==> src/rtl/dcache_pkg.sv <==
// Shared constants, line type and byte-merge helper for the dcache main pipe.
// FSM encodings are plain localparams so legacy blocks can reuse them.
package dcache_pkg;

  localparam int TAG_W = 20;
  localparam int IDX_W = 8;
  localparam int WAYS  = 8;

  typedef logic [2:0] state_t;

  localparam state_t ST_IDLE = 3'd0;
  localparam state_t ST_WB   = 3'd1;
  localparam state_t ST_REQ  = 3'd2;
  localparam state_t ST_WAIT = 3'd3;
  localparam state_t ST_RESP = 3'd4;

  typedef logic [3:0][31:0] line_t;

  function automatic logic [31:0] merge_bytes(
    input logic [31:0] old,
    input logic [31:0] nw,
    input logic [3:0]  mask
  );
    logic [31:0] r;
    r = old;
    for (int j = 0; j < 4; j++)
      if (mask[j]) r[j*8 +: 8] = nw[j*8 +: 8];
    return r;
  endfunction

endpackage

==> src/rtl/dcache_main_pipe_if.sv <==
// Request, array-write, memory and response bundle of the dcache main pipe.
// slave = the pipe itself, master = arbiter/array/memory side.
interface dcache_main_pipe_if;
  import dcache_pkg::*;

  logic             in_ready;
  logic             in_valid;
  logic [31:0]      in_addr;
  logic             in_hit;
  logic [WAYS-1:0]  in_chosen_way;
  logic             in_is_dirty_way;
  logic [TAG_W-1:0] in_dirty_tag;
  logic [127:0]     in_data;
  logic             in_is_store;
  logic [31:0]      in_store_data;
  logic [3:0]       in_store_mask;

  logic             arr_wen;
  logic [IDX_W-1:0] arr_idx;
  logic [WAYS-1:0]  arr_way;
  logic [TAG_W-1:0] arr_tag;
  logic [127:0]     arr_data;
  logic             arr_dirty;

  logic             mem_req_valid;
  logic             mem_req_ready;
  logic             mem_req_write;
  logic [31:0]      mem_req_addr;
  logic [127:0]     mem_req_data;
  logic             mem_resp_valid;
  logic [127:0]     mem_resp_data;

  logic             resp_valid;
  logic [31:0]      resp_data;

  modport slave (
    output in_ready,
    input  in_valid, in_addr, in_hit, in_chosen_way,
    input  in_is_dirty_way, in_dirty_tag, in_data,
    input  in_is_store, in_store_data, in_store_mask,
    output arr_wen, arr_idx, arr_way, arr_tag,
    output arr_data, arr_dirty,
    output mem_req_valid, mem_req_write,
    output mem_req_addr, mem_req_data,
    input  mem_req_ready, mem_resp_valid, mem_resp_data,
    output resp_valid, resp_data
  );

  modport master (
    input  in_ready,
    output in_valid, in_addr, in_hit, in_chosen_way,
    output in_is_dirty_way, in_dirty_tag, in_data,
    output in_is_store, in_store_data, in_store_mask,
    input  arr_wen, arr_idx, arr_way, arr_tag,
    input  arr_data, arr_dirty,
    input  mem_req_valid, mem_req_write,
    input  mem_req_addr, mem_req_data,
    output mem_req_ready, mem_resp_valid, mem_resp_data,
    input  resp_valid, resp_data
  );

endinterface

==> src/rtl/dcache_store_merge.sv <==
// Combinational store merge: replaces masked bytes of the selected word.
// Also returns the post-merge selected word for load responses.
module dcache_store_merge
  import dcache_pkg::*;
(
  input  line_t       line,
  input  logic [1:0]  sel,
  input  logic [31:0] data,
  input  logic [3:0]  mask,
  input  logic        en,
  output line_t       merged,
  output logic [31:0] word
);

  always_comb begin
    merged = line;
    if (en)
      merged[sel] = merge_bytes(line[sel], data, mask);
  end

  assign word = merged[sel];

endmodule

==> src/rtl/dcache_main_pipe.sv <==
// Dcache main pipe: hit/store-merge, dirty writeback and refill FSM.
// Optional DCACHE_PERF_CNT_EN adds perf_hit_cnt/perf_miss_cnt outputs.
module dcache_main_pipe
  import dcache_pkg::*;
(
  input  logic clock,
  input  logic reset,
  dcache_main_pipe_if.slave bus
`ifdef DCACHE_PERF_CNT_EN
  ,
  output logic [31:0] perf_hit_cnt,
  output logic [31:0] perf_miss_cnt
`endif
);

  state_t           state;
  logic [31:2]      addr_q;
  logic             hit_q;
  logic [WAYS-1:0]  way_q;
  logic             dirty_q;
  logic [TAG_W-1:0] dtag_q;
  line_t            line_q;
  line_t            fill_q;
  logic             st_q;
  logic [31:0]      sdata_q;
  logic [3:0]       smask_q;

  always_ff @(posedge clock or posedge reset) begin
    if (reset) begin
      state   <= ST_IDLE;
      addr_q  <= '0;
      hit_q   <= 1'b0;
      way_q   <= '0;
      dirty_q <= 1'b0;
      dtag_q  <= '0;
      line_q  <= '0;
      fill_q  <= '0;
      st_q    <= 1'b0;
      sdata_q <= '0;
      smask_q <= '0;
    end else begin
      unique case (state)
        ST_IDLE: if (bus.in_valid) begin
          addr_q  <= bus.in_addr[31:2];
          hit_q   <= bus.in_hit;
          way_q   <= bus.in_chosen_way;
          dirty_q <= bus.in_is_dirty_way;
          dtag_q  <= bus.in_dirty_tag;
          line_q  <= bus.in_data;
          st_q    <= bus.in_is_store;
          sdata_q <= bus.in_store_data;
          smask_q <= bus.in_store_mask;
          if (bus.in_hit)               state <= ST_RESP;
          else if (bus.in_is_dirty_way) state <= ST_WB;
          else                          state <= ST_REQ;
        end
        ST_WB:   if (bus.mem_req_ready) state <= ST_REQ;
        ST_REQ:  if (bus.mem_req_ready) state <= ST_WAIT;
        ST_WAIT: if (bus.mem_resp_valid) begin
          fill_q <= bus.mem_resp_data;
          state  <= ST_RESP;
        end
        ST_RESP: state <= ST_IDLE;
        default: state <= ST_IDLE;
      endcase
    end
  end

  logic        in_resp;
  logic        in_wb;
  line_t       merged;
  logic [31:0] word;

  assign in_resp = (state == ST_RESP);
  assign in_wb   = (state == ST_WB);

  dcache_store_merge u_merge (
    .line   (hit_q ? line_q : fill_q),
    .sel    (addr_q[3:2]),
    .data   (sdata_q),
    .mask   (smask_q),
    .en     (st_q),
    .merged (merged),
    .word   (word)
  );

  assign bus.in_ready = (state == ST_IDLE);

  assign bus.arr_wen   = in_resp & (st_q | ~hit_q);
  assign bus.arr_idx   = addr_q[11:4];
  assign bus.arr_way   = way_q;
  assign bus.arr_tag   = addr_q[31:12];
  assign bus.arr_data  = merged;
  assign bus.arr_dirty = st_q | (hit_q & dirty_q);

  // Writeback targets the victim's tag; refill targets the request's tag.
  assign bus.mem_req_valid = in_wb | (state == ST_REQ);
  assign bus.mem_req_write = in_wb;
  assign bus.mem_req_addr  = in_wb ? {dtag_q, addr_q[11:4], 4'h0}
                                   : {addr_q[31:12], addr_q[11:4], 4'h0};
  assign bus.mem_req_data  = line_q;

  assign bus.resp_valid = in_resp;
  assign bus.resp_data  = (in_resp & ~st_q) ? word : 32'h0;

`ifdef DCACHE_PERF_CNT_EN
  always_ff @(posedge clock or posedge reset) begin
    if (reset) begin
      perf_hit_cnt  <= '0;
      perf_miss_cnt <= '0;
    end else if (in_resp) begin
      if (hit_q) perf_hit_cnt  <= perf_hit_cnt + 32'd1;
      else       perf_miss_cnt <= perf_miss_cnt + 32'd1;
    end
  end
`endif

endmodule

==> src/flat_wrapper.sv <==
// flat-port wrapper written by rule: the top's interface ports become plain ports
module dcache_main_pipe_flat import dcache_pkg::*;
  (clock, reset, bus_in_ready, bus_in_valid, bus_in_addr, bus_in_hit, bus_in_chosen_way, bus_in_is_dirty_way, bus_in_dirty_tag, bus_in_data, bus_in_is_store, bus_in_store_data, bus_in_store_mask, bus_arr_wen, bus_arr_idx, bus_arr_way, bus_arr_tag, bus_arr_data, bus_arr_dirty, bus_mem_req_valid, bus_mem_req_write, bus_mem_req_addr, bus_mem_req_data, bus_mem_req_ready, bus_mem_resp_valid, bus_mem_resp_data, bus_resp_valid, bus_resp_data);
  dcache_main_pipe_if bus_i ();
  input  logic clock;
  input  logic reset;
  output wire logic [$bits(bus_i.in_ready)-1:0] bus_in_ready;
  input wire logic [$bits(bus_i.in_valid)-1:0] bus_in_valid;
  input wire logic [$bits(bus_i.in_addr)-1:0] bus_in_addr;
  input wire logic [$bits(bus_i.in_hit)-1:0] bus_in_hit;
  input wire logic [$bits(bus_i.in_chosen_way)-1:0] bus_in_chosen_way;
  input wire logic [$bits(bus_i.in_is_dirty_way)-1:0] bus_in_is_dirty_way;
  input wire logic [$bits(bus_i.in_dirty_tag)-1:0] bus_in_dirty_tag;
  input wire logic [$bits(bus_i.in_data)-1:0] bus_in_data;
  input wire logic [$bits(bus_i.in_is_store)-1:0] bus_in_is_store;
  input wire logic [$bits(bus_i.in_store_data)-1:0] bus_in_store_data;
  input wire logic [$bits(bus_i.in_store_mask)-1:0] bus_in_store_mask;
  output wire logic [$bits(bus_i.arr_wen)-1:0] bus_arr_wen;
  output wire logic [$bits(bus_i.arr_idx)-1:0] bus_arr_idx;
  output wire logic [$bits(bus_i.arr_way)-1:0] bus_arr_way;
  output wire logic [$bits(bus_i.arr_tag)-1:0] bus_arr_tag;
  output wire logic [$bits(bus_i.arr_data)-1:0] bus_arr_data;
  output wire logic [$bits(bus_i.arr_dirty)-1:0] bus_arr_dirty;
  output wire logic [$bits(bus_i.mem_req_valid)-1:0] bus_mem_req_valid;
  output wire logic [$bits(bus_i.mem_req_write)-1:0] bus_mem_req_write;
  output wire logic [$bits(bus_i.mem_req_addr)-1:0] bus_mem_req_addr;
  output wire logic [$bits(bus_i.mem_req_data)-1:0] bus_mem_req_data;
  input wire logic [$bits(bus_i.mem_req_ready)-1:0] bus_mem_req_ready;
  input wire logic [$bits(bus_i.mem_resp_valid)-1:0] bus_mem_resp_valid;
  input wire logic [$bits(bus_i.mem_resp_data)-1:0] bus_mem_resp_data;
  output wire logic [$bits(bus_i.resp_valid)-1:0] bus_resp_valid;
  output wire logic [$bits(bus_i.resp_data)-1:0] bus_resp_data;
  assign bus_in_ready = bus_i.in_ready;
  assign bus_i.in_valid = bus_in_valid;
  assign bus_i.in_addr = bus_in_addr;
  assign bus_i.in_hit = bus_in_hit;
  assign bus_i.in_chosen_way = bus_in_chosen_way;
  assign bus_i.in_is_dirty_way = bus_in_is_dirty_way;
  assign bus_i.in_dirty_tag = bus_in_dirty_tag;
  assign bus_i.in_data = bus_in_data;
  assign bus_i.in_is_store = bus_in_is_store;
  assign bus_i.in_store_data = bus_in_store_data;
  assign bus_i.in_store_mask = bus_in_store_mask;
  assign bus_arr_wen = bus_i.arr_wen;
  assign bus_arr_idx = bus_i.arr_idx;
  assign bus_arr_way = bus_i.arr_way;
  assign bus_arr_tag = bus_i.arr_tag;
  assign bus_arr_data = bus_i.arr_data;
  assign bus_arr_dirty = bus_i.arr_dirty;
  assign bus_mem_req_valid = bus_i.mem_req_valid;
  assign bus_mem_req_write = bus_i.mem_req_write;
  assign bus_mem_req_addr = bus_i.mem_req_addr;
  assign bus_mem_req_data = bus_i.mem_req_data;
  assign bus_i.mem_req_ready = bus_mem_req_ready;
  assign bus_i.mem_resp_valid = bus_mem_resp_valid;
  assign bus_i.mem_resp_data = bus_mem_resp_data;
  assign bus_resp_valid = bus_i.resp_valid;
  assign bus_resp_data = bus_i.resp_data;
  dcache_main_pipe u_core (.clock(clock), .reset(reset), .bus(bus_i));
endmodule
==> config.mk <==
export PLATFORM = sky130hd
export DESIGN_NAME = dcache_main_pipe_flat
export DESIGN_NICKNAME = d
export VERILOG_FILES = /design/src/rtl/dcache_pkg.sv /design/src/rtl/dcache_main_pipe_if.sv /design/src/rtl/dcache_store_merge.sv /design/src/rtl/dcache_main_pipe.sv /design/src/flat_wrapper.sv
export SDC_FILE = /design/constraint.sdc
export NUM_CORES = 1
export LEC_CHECK = 0
export BUFFER_PORTS_ARGS = -buffer_cell sky130_fd_sc_hd__buf_2
export CAP_MARGIN = 40
export CORE_AREA = 2 2 278 280
export CTS_CLUSTER_SIZE = 40
export DETAILED_ROUTE_END_ITERATION = 10
export DIE_AREA = 0 0 280 282
export GPL_ROUTABILITY_DRIVEN = 0
export PLACE_DENSITY = 0.53
export SKIP_LAST_GASP = 1
export SLEW_MARGIN = 40
export SYNTH_ARGS = -nofsm -noshare
export SYNTH_HDL_FRONTEND = slang
export SYNTH_SLANG_ARGS = --single-unit
==> constraint.sdc <==
create_clock -name clock -period 26.2 [get_ports clock]
set_input_delay 3.93 -clock clock [delete_from_list [all_inputs] [get_ports clock]]
set_output_delay 3.93 -clock clock [all_outputs]
set_load 0.05 [all_outputs]
==> results.md, run 1 <==
- The root buffer cell is sky130_fd_sc_hd__clkbuf_16.
- The part of the cycle the worst path needs is 29.10%.
- Counting the fill cells in the layout gives 7752.
- Setup repair after global routing left no endpoint under its margin.
- The die boundary height is roughly 280 µm.
- The final wirelength is 76320 µm.
- The depth of the worst register-to-register path is 5.
- In this run the tightest slew margin relative to its limit is 43.35%.
- The total area of multi-input combinational cells is slightly below 0.009 mm².
- The top cell types in the final layout, fill and taps aside, are sky130_fd_sc_hd__buf_2 (715), sky130_fd_sc_hd__dfrtp_1 (353), sky130_fd_sc_hd__mux2_2 (328).
- The region available for standard cell placement spans 0.07570 mm².
- The first global-routing pass estimated 107000 µm of wire.
- The number of global-route vias before repair came to roughly 16k.
- Dividing the synthesized area by the synthesized cell count gives 12.62 µm².
- The number of warnings printed during yosys synthesis is 0.
- Along the worst hold path, the cell count comes to 1.
- After routing, the total negative slack on setup checks comes to 0 ps.
- After detailed routing, the number of vias per cell comes to approximately 4.8.
- In the post-synthesis netlist, the biggest area contributors are sky130_fd_sc_hd__dfrtp_1 (47%), sky130_fd_sc_hd__mux2_2 (20%), sky130_fd_sc_hd__mux2_4 (7.9%).
- The global-route congestion overflow total is 0.
- The register bit total from synthesis is 356.
- The maximum fanout count along the critical path is between 40 and 50.
- Global routing used roughly 18% of the available tracks.
- In this run, synthesis inferred 0 flip-flops with an integrated enable.
- The number of H-tree levels is 2.
- The ratio of cells with drive above 1 in the final layout is between 50% and 60%.
- STA puts the critical path data arrival time at between 3000 and 4000 ps.
- The area fraction of the dominant cell type after synthesis is ~47%.
- The leading cell type in the layout, fill and taps excluded is sky130_fd_sc_hd__buf_2.
- The register area is 0.008915 mm².
- The endpoint identified for the worst register-to-register timing path is u_core.bus.mem_req_data[68].
- After clock tree synthesis, the setup repair step added 0 buffers.
- The highest clock frequency the design can meet is 0.1312 GHz.
- The flow ran to the end, and the final reports show no timing, DRC or antenna violations.
- The portion of the post-synthesis area used by sequential elements is 47.17%.
- The critical path endpoint category is an output pin.
- The pin count of the biggest net entering global routing is 129.
- The register clock-pin slew on the reported worst setup and hold paths is 60 ps.
- After detailed routing, the number of remaining DRC violations is 0.
- For this design, the CTS-stage hold fixing added 0 buffers.
- Before antenna repair, the detailed router went through 7 iterations.
- Setup violations remaining at the end of the flow were counted as 0.
- On the worst path, the slowest cell contributes a delay of 680 ps.
- The clock net in this run drives a total of 356 sinks.
- The post-synthesis cell area is 0.01889 mm².
- Relative to the synthesized area, the layout overhead comes to 29.80%.
- The floorplan has 101 rows.
- The final count of pins violating max slew was 0.
- The number of different library cells in the post-synthesis netlist is 40.
- The number of nets in the finished design is 2497.
- The count of input and output buffers is 715.
- The number of gates given a new drive strength after cts is 0.
- Across all layers, the routed design uses 15.17k vias.
- In this run the critical register-to-register path is launched from u_core.state[1].
- The initial antenna violation count is 11.
- The die covers 0.07896 mm².
- Once detail routing completed, the nets flagged for antenna violations numbered 0.
- The clock tree from TritonCTS is yes.
- ~720 I/O pins were placed.
- The slowest library cell on the worst path is sky130_fd_sc_hd__dfrtp_4.
- The number of instances in the synthesized netlist is around 1.5k.
- The clock tree buffer depth is 3.
- The initial core utilization is between 20% and 30%.
- The endpoint required time on the critical path is 22270 ps.
- After the first detailed-routing iteration, the DRC count stood at 908.
- The destination of the critical timing path is bus_arr_data[112].
- The smallest clock period supported by the final layout is computed as 7624 ps.
- Counting flops with an async set or reset pin after synthesis yields a share of 100.0%.
- The leading area contributor after synthesis is sky130_fd_sc_hd__dfrtp_1.
- The TritonCTS buffer count is 43.
- The most critical setup path has its startpoint at u_core.hit_q.
- The signal on the critical path passes through buf_12 > buf_4 > mux2_2 > o22a_1 > a21oi_1 > o22ai_1 > buf_2.
- The maximum clock skew at final layout is roughly 14 ps.
- For the pin with the worst max-slew slack, the measured transition is 849.7 ps.
- The chip width is 280 µm.
- The number of endpoints with negative hold slack in the final report came to 0.
- The average wire per cell in the routed design is 24.18 µm.
- The start-to-end type of the worst setup path is reg -> out.
- For this run, the leading register cell type out of synthesis is sky130_fd_sc_hd__dfrtp_1.
- The insertion delay of the later-clocked pin in the worst-skew pair is 570 ps.
- The type of origin of the critical path is a register.
- The sum of net half-perimeters after detailed placement is about 57000 µm.
- The register-to-register setup slack is about 23000 ps.
- In this run the worst hold path is classified as reg -> reg.
- The tool flagged a number of max-cap violations equal to 0.
==> metrics by stage <==
step                      util (%)  area (µm²)  setup slack [ps]  std cells  hold slack (ps)
after floorplan                  -       18900             12390       1500            471.5
final                        32.39       24520             18580       3156            498.4
after detailed placement     30.26       22900             19070       3068            484.4
after CTS                    32.26       24420             18440       3145            500.4
after global placement       30.12       22800             18690       3064            483.1
after global routing         32.38       24510             18360       3153            507.2
==> critical path, delay by kind of cell (launching register included) <==
kind            cells  cell delay [ps]
compound gates      3              710
buf+inv             3             1190
flops               1              680
mux                 1              470
==> flip-flops by register name (all words and copies together) (netlist names) <==
| name | cells |
|---|---|
| u_core.hit_q | 1 |
| u_core.dirty_q | 1 |
| u_core.bus.arr_way | 8 |
| u_core.smask_q | 4 |
| u_core.bus.mem_req_data | 128 |
| u_core.st_q | 1 |
| u_core.addr_q | 30 |
| u_core.fill_q | 128 |
| u_core.state | 3 |
| u_core.dtag_q | 20 |
| u_core.sdata_q | 32 |
==> layout make-up <==
| class | instances | area share, % |
|---|---|---|
| Multi-Input combinational cell | 950 | 35.77 |
| Clock buffer | 58 | 5.160 |
| Timing Repair Buffer | 739 | 15.84 |
| Antenna cell | 9 | 0.09186 |
| Inverter | 47 | 0.7706 |
| Clock inverter | 19 | 1.016 |
| Tap cell | 978 | 4.991 |
| Sequential cell | 356 | 36.36 |
==> cells in the mapped netlist, types with 14 or more instances <==
library cell               instances
sky130_fd_sc_hd__o22a_1           26
sky130_fd_sc_hd__clkbuf_1         31
sky130_fd_sc_hd__mux2_2          328
sky130_fd_sc_hd__buf_6            14
sky130_fd_sc_hd__a21oi_1          19
sky130_fd_sc_hd__inv_1            46
sky130_fd_sc_hd__nand2b_1         33
sky130_fd_sc_hd__buf_4            55
sky130_fd_sc_hd__a22oi_1          38
sky130_fd_sc_hd__mux2_4          100
sky130_fd_sc_hd__dfrtp_1         356
sky130_fd_sc_hd__o22ai_1         115
sky130_fd_sc_hd__a21oi_2          19
sky130_fd_sc_hd__buf_2            31
sky130_fd_sc_hd__and4_1           32
sky130_fd_sc_hd__mux2i_1          79
sky130_fd_sc_hd__nand2_1         123
==> cell families after synthesis <==
group	count (synthesis)	share of synthesized area, %
multiplexers	514	32.11
AO/OA/AOI/OAI	220	8.029
XOR/XNOR	1	0.04638
flip-flops	356	47.17
AND/OR/NAND/NOR	211	5.790
other	1	0.01986
buffers and inverters	194	6.837
==> routing by layer <==
| layer | vias up | global-route usage [%] | wire [µm] |
|---|---|---|---|
| met1 | 7598 | 23.78 | 31990 |
| met4 | 4 | 5.704 | 1977 |
| li1 | 6692 | - | - |
| met3 | 116 | 5.444 | 6656 |
| met2 | 756 | 29.66 | 35670 |
| met5 | - | 0 | 27 |
==> worst min path at each step <==
stage	from	endpoint	slack (ps)
after detailed placement	u_core.sdata_q[8]	u_core.sdata_q[8]	480
after CTS	u_core.sdata_q[2]	u_core.sdata_q[2]	500
after floorplan	u_core.sdata_q[0]	u_core.sdata_q[0]	470
after global routing	u_core.fill_q[72]	u_core.fill_q[72]	510
final	u_core.sdata_q[2]	u_core.sdata_q[2]	500
after global placement	u_core.fill_q[108]	u_core.fill_q[108]	480
Power of run 1 is not shown: default switching activity piles up to over one toggle a cycle in this logic, so the estimate is an artifact.
==> run 2: changes to the inputs <==
Clock period 26.2 ns to 8 ns, I/O delays scaled along.
==> run 2 against run 1 <==
  * First-iteration DRC count rose by 18%
  * Sequential cell count did not move
  * Cell area rose by 0.17%
  * Wire length rose by 0.14%
  * Cell count rose by 0.13%
  * Worst setup slack got worse by 15000 ps
  * Non-clock buffer count rose by 6
  * Utilization rose by 0.056 points
  * Register-to-register slack got worse by 18000 ps
  * Clock skew fell by 2.0 ps
  * Critical path type unchanged
  * Largest cell class unchanged
==> results.md, run 2 (synthesis results as in run 1) <==
- The worst hold path begins at u_core.fill_q[117].
- Hold timing on the final database bottoms out at a slack of about 500 ps.
- The worst setup path is captured at an output pin.
- Measured against its own limit, the worst slew margin works out to between 30% and 40%.
- Fill cells in the final layout number 7706.
- The number of endpoints with negative hold slack in the final report was 0.
- For this configuration, the core starts out at a cell density of 24.95%.
- The number of H-tree levels is 2.
- The tree is rooted in a sky130_fd_sc_hd__clkbuf_16.
- The register clock-pin slew on the reported worst setup and hold paths is about 60 ps.
- The worst register-to-register path begins at u_core.state[1].
- The worst hold-check path type is reg -> reg.
- At the worst endpoint, the required time is 6800 ps.
- The detailed router placed 15.28k vias in this run.
- The average wire per cell in the routed design is 24.19 µm.
- The number of global-route vias before repair is 15.51k.
- After layout, the minimum clock period comes to 4481 ps.
- TritonCTS created 43 clock buffers.
- The total track usage is 18.37%.
- The cts-stage hold buffer count is 0.
- The count of input and output buffers is 715.
- The placeable core region is 0.07570 mm².
- The run finished with clean final reports.
- The maximum clock skew at final layout is 11.88 ps.
- The met1 routing resource usage after global routing is between 20% and 30%.
- The endpoint with the worst hold slack is u_core.fill_q[117].
- CTS saw 356 sinks.
- The worst setup path is launched from a register.
- The initial antenna violation count is 16.
- After legalization and detailed placement, the total HPWL measured 57330 µm.
- The insertion delay of the later-clocked pin in the worst-skew pair is 560 ps.
- Of all nets on the critical path, the largest fanout is 25.
- The endpoint identified for the worst register-to-register timing path is u_core.bus.mem_req_data[46].
- The first-pass GRT wire length is 106900 µm.
- Data on the critical path arrives at its endpoint at around 3300 ps.
- Summed over all layers, the global routing overflow is 0.
- The clock tree buffer depth is 3.
- The slew at the pin with the worst max-slew slack is between 900 and 1000 ps.
- Setup repair after global routing left no endpoint under its margin.
- The chip width is about 280 µm.
- In the layout the commonest cells are sky130_fd_sc_hd__buf_2 (715), sky130_fd_sc_hd__dfrtp_1 (353), sky130_fd_sc_hd__mux2_2 (328).
- The register-to-register setup slack is 5070 ps.
- The number of cells on the worst reg-to-reg path is 6.
- In this run the most used layer during global routing was met2.
- Including well taps, the total number of placed cells is 3072.
- The finished layout holds 3160 standard cells, fillers aside.
- Counting instances, the worst hold path has a depth of 1.
- The part of the cycle the worst path needs is a little under three fifths.
- The slowest library cell on the worst path is sky130_fd_sc_hd__mux2i_1.
- The floorplan step defined a die boundary enclosing 0.07896 mm².
- Based on the critical path, the design can be clocked at up to ~0.22 GHz.
- The start-to-end type of the worst setup path is reg -> out.
- The detailed-routing iteration count for the pre-antenna-repair pass is 7.
- slightly above 700 I/O pins were placed.
- The number of nets in the finished design is 2503.
- The initialized floorplan defines 101 standard-cell rows.
- Entering global routing, the biggest net connects 148 pins.
- Setup violations remaining at the end of the flow were counted as 0.
- For met3 alone, demand over resource in global routing was approximately 4.3%.
- The total setup buffers inserted after CTS is 0.
- The total DRC errors in the routed layout is 0.
- The detailed router finished its first iteration with 1070 violations.
- The final count of pins violating max slew is 0.
- The critical path goes through buf_4 > buf_12 > mux2i_1 > a22oi_1 > a21oi_1 > o22ai_1 > buf_2.
- Gates resized during post-CTS repair numbered 0.
- The die is 282 µm tall.
- Across the run, the number of max-cap violations was 0.
- The clock tree from TritonCTS is yes.
- In this design, the stage delay of the slowest critical-path cell is 500 ps.
- The final wirelength is 76430 µm.
- Leaving out fill and tap cells, the most frequent cell in the layout is sky130_fd_sc_hd__buf_2.
- The signed area change from the synthesized netlist to the final layout is 30.03%.
- Cells with a size suffix above 1 make up 59.07% of the layout.
- The aggregate negative setup slack is 0 ps.
- In the routed layout, each cell is associated on average with a via count of between 4 and 5.
- The met2 capacity usage during global routing is 29.35%.
- The count of nets left with antenna violations once routing finished came out at 0.
-- run 2: changes by cell type in the layout (fill, tap and decap cells not counted), sizes merged --
cell      delta
buf          +6
clkinv       -5
clkinvlp     +3
bufinv       -2
clkbuf       +1
diode        +1
-- run 2: cell type report --
type                            count  area, µm²  area share, %
Sequential cell                   356       8915          36.30
Multi-Input combinational cell    950       8753          35.64
Timing Repair Buffer              745       4006          16.31
Clock buffer                       59       1269          5.166
Tap cell                          978       1224          4.983
Clock inverter                     15      186.4         0.7591
Inverter                           47      180.2         0.7336
Antenna cell                       10      25.02         0.1019
-- run 2: metrics by stage --
step / worst slack, ps / area (µm²) / util [%]
after floorplan: 2030 / 18900 / -
after global placement: 3788 / 22840 / 30.17
after detailed placement: 4040 / 22960 / 30.34
after CTS: 3425 / 24420 / 32.26
after global routing: 3388 / 24550 / 32.43
final: 3519 / 24560 / 32.44
-- run 2: worst max-delay path by stage --
stage               cells after the start             start           endpoint  slack [ps]
global placement                        6      u_core.hit_q   bus_arr_data[48]        3790
CTS                                     7      u_core.hit_q   bus_arr_data[50]        3420
global route                            5  u_core.addr_q[3]   bus_arr_data[99]        3390
floorplan                               1             reset  u_core.addr_q[10]        2030
finish                                  7      u_core.hit_q   bus_arr_data[13]        3520
detailed placement                      7      u_core.hit_q   bus_arr_data[50]        4040
-- run 2: critical path: cells and delay by family, from the launching register on --
kind	cells	cell delay [ps]
compound gates	3	800
mux	1	500
buf+inv	3	950
flops	1	440
-- run 2: layer usage --
metal | vias to the layer above | wire [µm]
met5 | - | 63
met3 | 139 | 6290
li1 | 6709 | -
met1 | 7611 | 32240
met2 | 812 | 35530
met4 | 10 | 2308
Power of run 2 is left out for the same reason.
==> run 3: changes to the inputs <==
Settings changed: PLACE_DENSITY 0.53 to 0.55.
Clock period 8 ns to 4.03 ns, I/O delays scaled along.
==> run 3 against run 2 <==
  * Worst hold slack lost 230 ps
  * First-iteration DRC count shrank 11%
  * Register-to-register slack lost 3500 ps
  * Cell area grew 1.1%
  * Non-clock buffer count grew 37
  * Die area is the same
  * Sequential cell count is the same
  * Worst setup slack lost 3200 ps
  * Critical path depth shrank 1
  * Global-route usage grew 0.18 points
  * Critical endpoint is now bus_arr_data[19]
  * Highest routed layer unchanged
==> results.md, run 3 (synthesis results as in run 1) <==
- The flow ran to the end, and the final reports show no timing, DRC or antenna violations.
- Setup repair after global routing left no endpoint under its margin.
- The die boundary height is 282 µm.
- The HPWL after detailed placement is between 50000 and 60000 µm.
- The clock tree from TritonCTS is yes.
- At the pin with the least slew margin, the transition time is 854.5 ps.
- After clock tree synthesis, the clock-pin slew on the worst setup and hold paths is ~60 ps.
- For this run, the top clock speed supported by timing is 0.2690 GHz.
- The total track usage is 18.55%.
- The number of gates given a new drive strength after cts is 0.
- The relative max-transition margin is around 43%.
- In the layout the commonest cells are sky130_fd_sc_hd__buf_2 (715), sky130_fd_sc_hd__dfrtp_1 (353), sky130_fd_sc_hd__mux2_2 (328).
- The detailed-route via count is 15.20k.
- The clock reaches the later pin of the worst-skew pair after 550 ps.
- Max-cap violations in this run came to 0.
- The detailed-routing iteration count for the pre-antenna-repair pass is 8.
- The number of nets with antenna violations after routing is 0.
- The part of the cycle the worst path needs is 92.25%.
- The TritonCTS buffer count is 42.
- The worst setup path is launched from a register.
- The library cell used most frequently in the layout, excluding fill and tap cells, is sky130_fd_sc_hd__buf_2.
- The path class of the tightest hold or removal check is in -> reg.
- In this run the deepest clock path goes through 3 buffers.
- The average wire per cell in the routed design is 23.94 µm.
- Entering global routing, the biggest net connects 98 pins.
- The root buffer cell is sky130_fd_sc_hd__clkbuf_16.
- The die covers 0.07896 mm².
- The total DRC errors in the routed layout is 0.
- The total of endpoints with negative setup slack in the final report is 0.
- In the routed layout, each cell is associated on average with a via count of 4.754.
- The number of sinks handled by clock tree synthesis is 356.
- Clock skew on the completed layout was measured at 8.630 ps.
- The placed standard-cell area is 0.02334 mm².
- The global-route congestion overflow total is 0.
- Input and output buffers added on the ports amount to 715.
- The number of global-route vias before repair came to around 16k.
- The final design area excluding fillers is 0.02483 mm².
- The chip width is ~280 µm.
- The signed area change from the synthesized netlist to the final layout is 31.45%.
- The worst path arrival time is between 3000 and 4000 ps.
- The number of rows created at floorplan is 101.
- The number of nets in the finished design is ~2.5k.
- The number of H-tree levels is 2.
- The endpoint required time on the critical path is 3430 ps.
- The ratio of cells with drive above 1 in the final layout is between 50% and 60%.
- The worst setup path is captured at an output pin.
- Setup total negative slack on the finished layout was measured at 0 ps.
- The final wirelength is 76530 µm.
- The first global-routing pass estimated 108300 µm of wire.
- For this block, the initial DRC count from the detailed router was 947.
- The setup path with the least slack is of type reg -> out.
- The initial antenna violation count is 11.
- Across all register-to-register paths, the minimum setup slack is 1530 ps.
- just over 700 I/O pins were placed.
- The floorplan step defined a core boundary enclosing 0.07570 mm².
- The count of placed standard cells in the final layout, fillers left out is 3197.
- The placed instance count is ~3.1k.
- The initial core utilization is 24.95%.
- Along the worst path, the maximum fanout reaches 37.
- The number of endpoints with negative hold slack in the final report is 0.
- The time the final worst path needs with I/O delays and setup is 3718 ps.
- The final count of pins violating max slew is 0.
-- run 3: cell count changes in the layout (fill, tap and decap cells not counted), moves of 2 or more --
| cell | delta |
|---|---|
| sky130_fd_sc_hd__clkinv_2 | +2 |
| sky130_fd_sc_hd__buf_6 | -2 |
| sky130_fd_sc_hd__buf_16 | -4 |
| sky130_fd_sc_hd__buf_12 | +8 |
| sky130_fd_sc_hd__mux2i_2 | -4 |
| sky130_fd_sc_hd__diode_2 | -4 |
| sky130_fd_sc_hd__mux2i_1 | +4 |
| sky130_fd_sc_hd__clkinv_4 | +2 |
| sky130_fd_sc_hd__buf_4 | +35 |
-- run 3: final timing paths --
kind | start | end | depth (start not counted)
worst max-delay path | u_core.hit_q | bus_arr_data[19] | 6
worst min-delay path | bus_in_addr[2] | u_core.addr_q[2] | 2
worst max register to register | u_core.state[1] | u_core.fill_q[126] | 4
worst min register to register | u_core.sdata_q[15] | u_core.sdata_q[15] | 1
max in group asynchronous | reset | u_core.bus.mem_req_data[53] | 5
min in group asynchronous | reset | u_core.hit_q | 3
-- run 3: per-layer routing --
| layer | GRT usage (%) | vias up | wire length (µm) |
|---|---|---|---|
| met5 | 0 | - | 46 |
| met2 | 30.09 | 747 | 35570 |
| li1 | - | 6777 | - |
| met4 | 5.910 | 8 | 2116 |
| met3 | 4.185 | 142 | 5680 |
| met1 | 24.50 | 7523 | 33110 |
-- run 3: cell type report --
type | instances | area [µm²]
antenna | 6 | 15.01
clock buffer | 60 | 1282
clock inverter | 18 | 181.4
fill | 7642 | 50870
inverter | 47 | 180.2
multi-input combinational | 950 | 8737
sequential | 356 | 8915
tap | 978 | 1224
timing repair buffer | 782 | 4292
-- run 3: repair_timing --
action	4_1_cts	5_1_grt
hold buffers	1	0
endpoints found under the hold margin	1	0
buffers inserted	0	0
-- run 3: worst max-delay path, cell delays in order (launching register included) --
cell and delay (ps):
sky130_fd_sc_hd__dfrtp_4 630, sky130_fd_sc_hd__buf_12 290, sky130_fd_sc_hd__mux2i_1 640, sky130_fd_sc_hd__a22oi_1 180
sky130_fd_sc_hd__a21oi_1 350, sky130_fd_sc_hd__o22ai_1 200, sky130_fd_sc_hd__buf_2 260
-- run 3: stage by stage --
stage                     hold slack [ps]  setup WS (ps)  utilization (%)
final                               268.0          312.3            32.80
after global routing                237.2          132.6            32.80
after CTS                           222.8          214.0            32.78
after detailed placement            485.6          834.0            30.83
after global placement              484.0          908.0            30.74
after floorplan                     471.5          -1345                -
Power of run 3 is left out for the same reason.
